### config.mk
export PLATFORM = sky130hd
export DESIGN_NAME = anc_lms_coef_update
export DESIGN_NICKNAME = d
export VERILOG_FILES = /design/src/rtl/anc_lms_coef_update.sv
export SDC_FILE = /design/constraint.sdc
export NUM_CORES = 1
export LEC_CHECK = 0
export CORE_ASPECT_RATIO = 1.4
export CORE_UTILIZATION = 50
export DETAILED_ROUTE_END_ITERATION = 8
export GPL_ROUTABILITY_DRIVEN = 0
export PLACE_DENSITY_LB_ADDON = 0.3
export SLEW_MARGIN = 10
export SYNTH_ARGS = -nofsm -noshare
export SYNTH_HDL_FRONTEND = slang
export SYNTH_SLANG_ARGS = --single-unit
### constraint.sdc
create_clock -name Clk_100M -period 20.9 [get_ports Clk_100M]
set_input_delay 4.18 -clock Clk_100M [delete_from_list [all_inputs] [get_ports Clk_100M]]
set_output_delay 4.18 -clock Clk_100M [all_outputs]
set_load 0.01 [all_outputs]
### src/rtl/anc_lms_coef_update.sv
// LMS coefficient writer for the ANC coefficient memory.
// Each Start latches an error sample, pushes a reference sample into the tap
// delay line and runs one pass over the memory: every coefficient read on
// WzOut is updated to sat(w + (e*x[k] >>> MU_SHIFT)) and returned on WzIn.
module anc_lms_coef_update #(
   parameter int TAPS       = 32,
   parameter int W          = 11,
   parameter int MU_SHIFT   = 8,
   parameter int FC_TIMEOUT = 15
) (
   input  logic                Clk_100M,
   input  logic                Reset,
   input  logic                Start,
   input  logic signed [W-1:0] ErrIn,
   input  logic signed [W-1:0] RefIn,
   input  logic signed [W-1:0] WzOut,
   input  logic                FiltComplete,
   output logic                FilterEN,
   output logic signed [W-1:0] WzIn,
   output logic                UpdValid,
   output logic                Busy,
   output logic                Done,
   output logic                Overflow,
   output logic                ProtoErr
);

   localparam int KW = (TAPS > 1) ? $clog2(TAPS) : 1;
   localparam int TW = $clog2(FC_TIMEOUT + 1);

   // Saturation bounds expressed at the full sum width (2W+1 bits).
   localparam logic signed [2*W:0] SMAX = {{(W+2){1'b0}}, {(W-1){1'b1}}};
   localparam logic signed [2*W:0] SMIN = {{(W+2){1'b1}}, {(W-1){1'b0}}};

   typedef enum logic [1:0] {
      IDLE,
      STREAM,
      WAIT_FC,
      DONE
   } state_t;

   state_t              state;
   logic signed [W-1:0] x_line [TAPS];
   logic signed [W-1:0] e_lat;
   logic [KW-1:0]       tap_p0;
   logic                vld_p0;
   logic [TW-1:0]       wait_cnt;

   logic signed [W-1:0]   x_sel_p0;
   logic signed [2*W-1:0] prod_p0;
   logic signed [2*W-1:0] step_p0;
   logic signed [2*W:0]   sum_p0;

   // Clamp a full-width sum into the coefficient range.
   function automatic logic signed [W-1:0] sat_coef(input logic signed [2*W:0] s);
      if (s > SMAX) begin
         return SMAX[W-1:0];
      end else if (s < SMIN) begin
         return SMIN[W-1:0];
      end
      return s[W-1:0];
   endfunction

   // True when the sum lies outside the coefficient range.
   function automatic logic sat_hit(input logic signed [2*W:0] s);
      return (s > SMAX) || (s < SMIN);
   endfunction

   // ---- stage p0: tap sample on WzOut, product, step, sum ----
   assign x_sel_p0 = x_line[tap_p0];
   assign prod_p0  = (2*W)'(e_lat) * (2*W)'(x_sel_p0);
   assign step_p0  = prod_p0 >>> MU_SHIFT;
   assign sum_p0   = (2*W+1)'(WzOut) + (2*W+1)'(step_p0);

   assign Busy = (state != IDLE);

   // Pass sequencer, delay line, error latch and registered outputs (stage p1).
   always_ff @(posedge Clk_100M or posedge Reset) begin
      if (Reset) begin
         state    <= IDLE;
         FilterEN <= 1'b0;
         WzIn     <= '0;
         UpdValid <= 1'b0;
         Done     <= 1'b0;
         Overflow <= 1'b0;
         ProtoErr <= 1'b0;
         e_lat    <= '0;
         tap_p0   <= '0;
         vld_p0   <= 1'b0;
         wait_cnt <= '0;
         for (int k = 0; k < TAPS; k++) begin
            x_line[k] <= '0;
         end
      end else begin
         Done     <= 1'b0;
         UpdValid <= 1'b0;
         // A memory end-of-pass outside WAIT_FC is a protocol violation.
         if (FiltComplete && (state != WAIT_FC)) begin
            ProtoErr <= 1'b1;
         end
         case (state)
            IDLE: begin
               if (Start) begin
                  for (int k = TAPS - 1; k > 0; k--) begin
                     x_line[k] <= x_line[k-1];
                  end
                  x_line[0] <= RefIn;
                  e_lat     <= ErrIn;
                  tap_p0    <= '0;
                  vld_p0    <= 1'b0;
                  FilterEN  <= 1'b1;
                  state     <= STREAM;
               end
            end
            STREAM: begin
               if (FiltComplete) begin
                  // Abort: nothing further is written, earlier taps stay.
                  FilterEN <= 1'b0;
                  vld_p0   <= 1'b0;
                  state    <= IDLE;
               end else if (!vld_p0) begin
                  // First enabled cycle is the memory read latency.
                  vld_p0 <= 1'b1;
               end else begin
                  // ---- stage p1: saturated coefficient back to memory ----
                  WzIn     <= sat_coef(sum_p0);
                  UpdValid <= 1'b1;
                  if (sat_hit(sum_p0)) begin
                     Overflow <= 1'b1;
                  end
                  if (tap_p0 == KW'(TAPS - 1)) begin
                     vld_p0   <= 1'b0;
                     FilterEN <= 1'b0;
                     wait_cnt <= '0;
                     state    <= WAIT_FC;
                  end else begin
                     tap_p0 <= tap_p0 + KW'(1);
                  end
               end
            end
            WAIT_FC: begin
               if (FiltComplete) begin
                  Done  <= 1'b1;
                  state <= DONE;
               end else if (wait_cnt == TW'(FC_TIMEOUT - 1)) begin
                  ProtoErr <= 1'b1;
                  state    <= IDLE;
               end else begin
                  wait_cnt <= wait_cnt + TW'(1);
               end
            end
            DONE: begin
               state <= IDLE;
            end
            default: begin
               state <= IDLE;
            end
         endcase
      end
   end

endmodule

==> impl_metrics.ini <==
[synthesis]
yosysSeqAreaShare = 0.432
synth_top_area_share = 0.432
synth_commonest_cells = 391 x dfrtp_1, 364 x mux2_2, 162 x inv_1
ys_top_cells_by_area = dfrtp_1 43%, mux2_2 18%, mux4_2 11%
synth_enable_flop_cells = 0
synth_area_leader_cell = dfrtp_1
syn_inst = 1655
yosysMostFrequentCell = dfrtp_1
synthArstFlopShare = 1.00
synthFlopType = dfrtp_1
synth_area_um2 = 22600
yosysUniqueCellTypes = 56
avgSynthCellArea_um2 = 13.7
ys_ff_latch = 391
synth_warnings = 0
synth_nets = 1872

[timing]
slew_viol_final = 0
rsz0062_at_grt = no
fmaxAchievable_mhz = 98.2
setup_viol = 0
relSlewSlack = 0.214
fin_crit_sh = 0.487
finalHoldViolCount = 0
clock_skew_ns = 0.0219
tns_ns = 0
layout_min_cycle_time_ns = 10.19
worstMarginPinSlew_ns = 1.18

[floorplanning]
num_rows = 91
die_w_um = 182
io_pins = 54
fp.dieH_um = 254
core_area_um2 = 44400
start_util = 0.510
die_area_um2 = 46100

[critical_path]
worstSetupPathType = reg -> reg
crit_required_ns = 21.31
critical_path.top_delay_family = compound AO/OA/AOI/OAI gates
critPathMaxFanout = 53
slowest_stage = dfrtp_4
cp-end-kind = flip-flop
path_buf_inv = 4
cpMostUsedCell = fa_1
cp-start-kind = flip-flop
crit_arrival_ns = 10.60
cpPeakStageDelay_ns = 1.11

[layout]
nets = 1892
drive_gt1_frac = 0.340
seqCellArea_um2 = 9790
diodes = 0
multi_input_area_um2 = 11900
areaGrowthSynthToFinish_pct = 10.3
n_fill_cell = 3552

[global_route]
grt.total_usage = 0.192
grt_pass1_vias = 13842
overflow = 0
grt_max_degree = 208
grt_pass1_wl_um = 71100
antenna_found_initial = 0

[clock_network]
cts.sinks = 391
postCtsSetupRepairBufs = 0
clockBufferDepth = 3
htree_levels = 2
clockRootBuffer = clkbuf_16
clock_latency_ns = 0.54
hold_buffers = 0
numCtsBuffers = 40
cts.repair.resized = 0
clk_pin_slew_ns = 0.06
cts_tree = yes

[route]
wl_per_cell_um = 18.4
viasPerCell = 5.61
dr_wl_met3_um = 1190
drtIter0Drc = 750
dr_wl_met2_um = 21900
highest_layer = met4
postRouteWirelength_um = 41600
drcViolationCount = 0
first_pass_iters = 6
vias = 12707
drtAntennaViolNets = 0
drt-met1-wl_um = 17700

[placement]
portBuffers = 53
dp_hpwl_um = 28200

[flow_run]
cap_viol_max_count = 0

[hold_path]
hp-class = reg -> reg

[outcome]
outcome = completed
## final cells by class
type / instances / share of cell area
Clock inverter: 14 / 0.00641
Tap cell: 558 / 0.0280
Sequential cell: 391 / 0.392
Timing Repair Buffer: 68 / 0.0263
Clock buffer: 60 / 0.0476
Inverter: 162 / 0.0247
Multi-Input combinational cell: 1012 / 0.475
## kinds of logic (layout without fill, tap and decap cells)
kind of cell,after synthesis,after routing,synth area share
DFF,391,391,0.432
and+or+nand+nor,229,229,0.0502
xor gates and xnor gates,30,30,0.0116
AOI/OAI and AO/OA,92,92,0.0298
buffers and inverters,252,304,0.0440
adders and majority gates,180,180,0.138
muxes,481,481,0.294
## flip-flops by register name, summed over array words and instances (netlist names)
register / count
FilterEN: 1
e_lat: 11
vld_p0: 1
UpdValid: 1
Overflow: 1
state: 2
x_line: 352
ProtoErr: 1
tap_p0: 5
wait_cnt: 4
WzIn: 11
Done: 1
## cells in the final DEF (no fill, tap or decap), types with 6 or more instances in the layout
cell type | Yosys | layout
dfrtp_1 | 391 | 388
mux2_2 | 364 | 364
inv_1 | 162 | 161
fa_1 | 116 | 116
mux4_2 | 110 | 110
nand2_1 | 80 | 80
ha_1 | 64 | 64
clkdlybuf4s50_1 | 0 | 53
nor2b_1 | 50 | 49
clkbuf_16 | 0 | 41
nor2_1 | 36 | 36
a21oi_1 | 20 | 20
xnor2_1 | 20 | 20
and2_1 | 17 | 17
o21ai_0 | 16 | 16
nand2b_1 | 15 | 15
buf_4 | 1 | 14
xor2_1 | 10 | 10
clkbuf_1 | 64 | 10
o21ai_2 | 9 | 9
clkbuf_8 | 0 | 9
nand3_1 | 7 | 7
nor3_1 | 6 | 6
clkinv_2 | 0 | 6
## per-layer routing
layer,global-route usage,vias up
met1,0.243,6663
met5,0,-
met3,0.0257,65
li1,-,5804
met2,0.344,175
met4,0.0547,0
## worst paths after layout
path,start,to,slack (ns),cells past startpoint
min in group asynchronous,Reset,e_lat[3],4.11,2
max,tap_p0[0],WzIn[1],10.71,31
min reg2reg,WzIn[0],WzIn[0],0.48,2
max in group asynchronous,Reset,tap_p0[0],14.41,4
max reg2reg,tap_p0[0],WzIn[1],10.71,31
min,WzIn[0],WzIn[0],0.48,2
## through the flow
stage | hold slack (ns) | util | worst slack, ns | cells | instance area (µm²)
after global placement | 0.456 | 0.532 | 10.65 | 2191 | 23600
after CTS | 0.478 | 0.562 | 10.49 | 2265 | 25000
after detailed placement | 0.465 | 0.532 | 10.52 | 2191 | 23600
after floorplan | 0.475 | - | 5.85 | 1655 | 22600
after global routing | 0.493 | 0.562 | 9.92 | 2265 | 25000
final | 0.476 | 0.562 | 10.71 | 2265 | 25000
## tightest hold or removal path: stages (launching register included)
cell,delay (ns)
dfrtp_1,0.34
nand2_1,0.06
o21ai_2,0.05
Power is left out: the tool's default activity adds up to more than one toggle a clock period on the data nets, which glitch-free logic cannot reach.
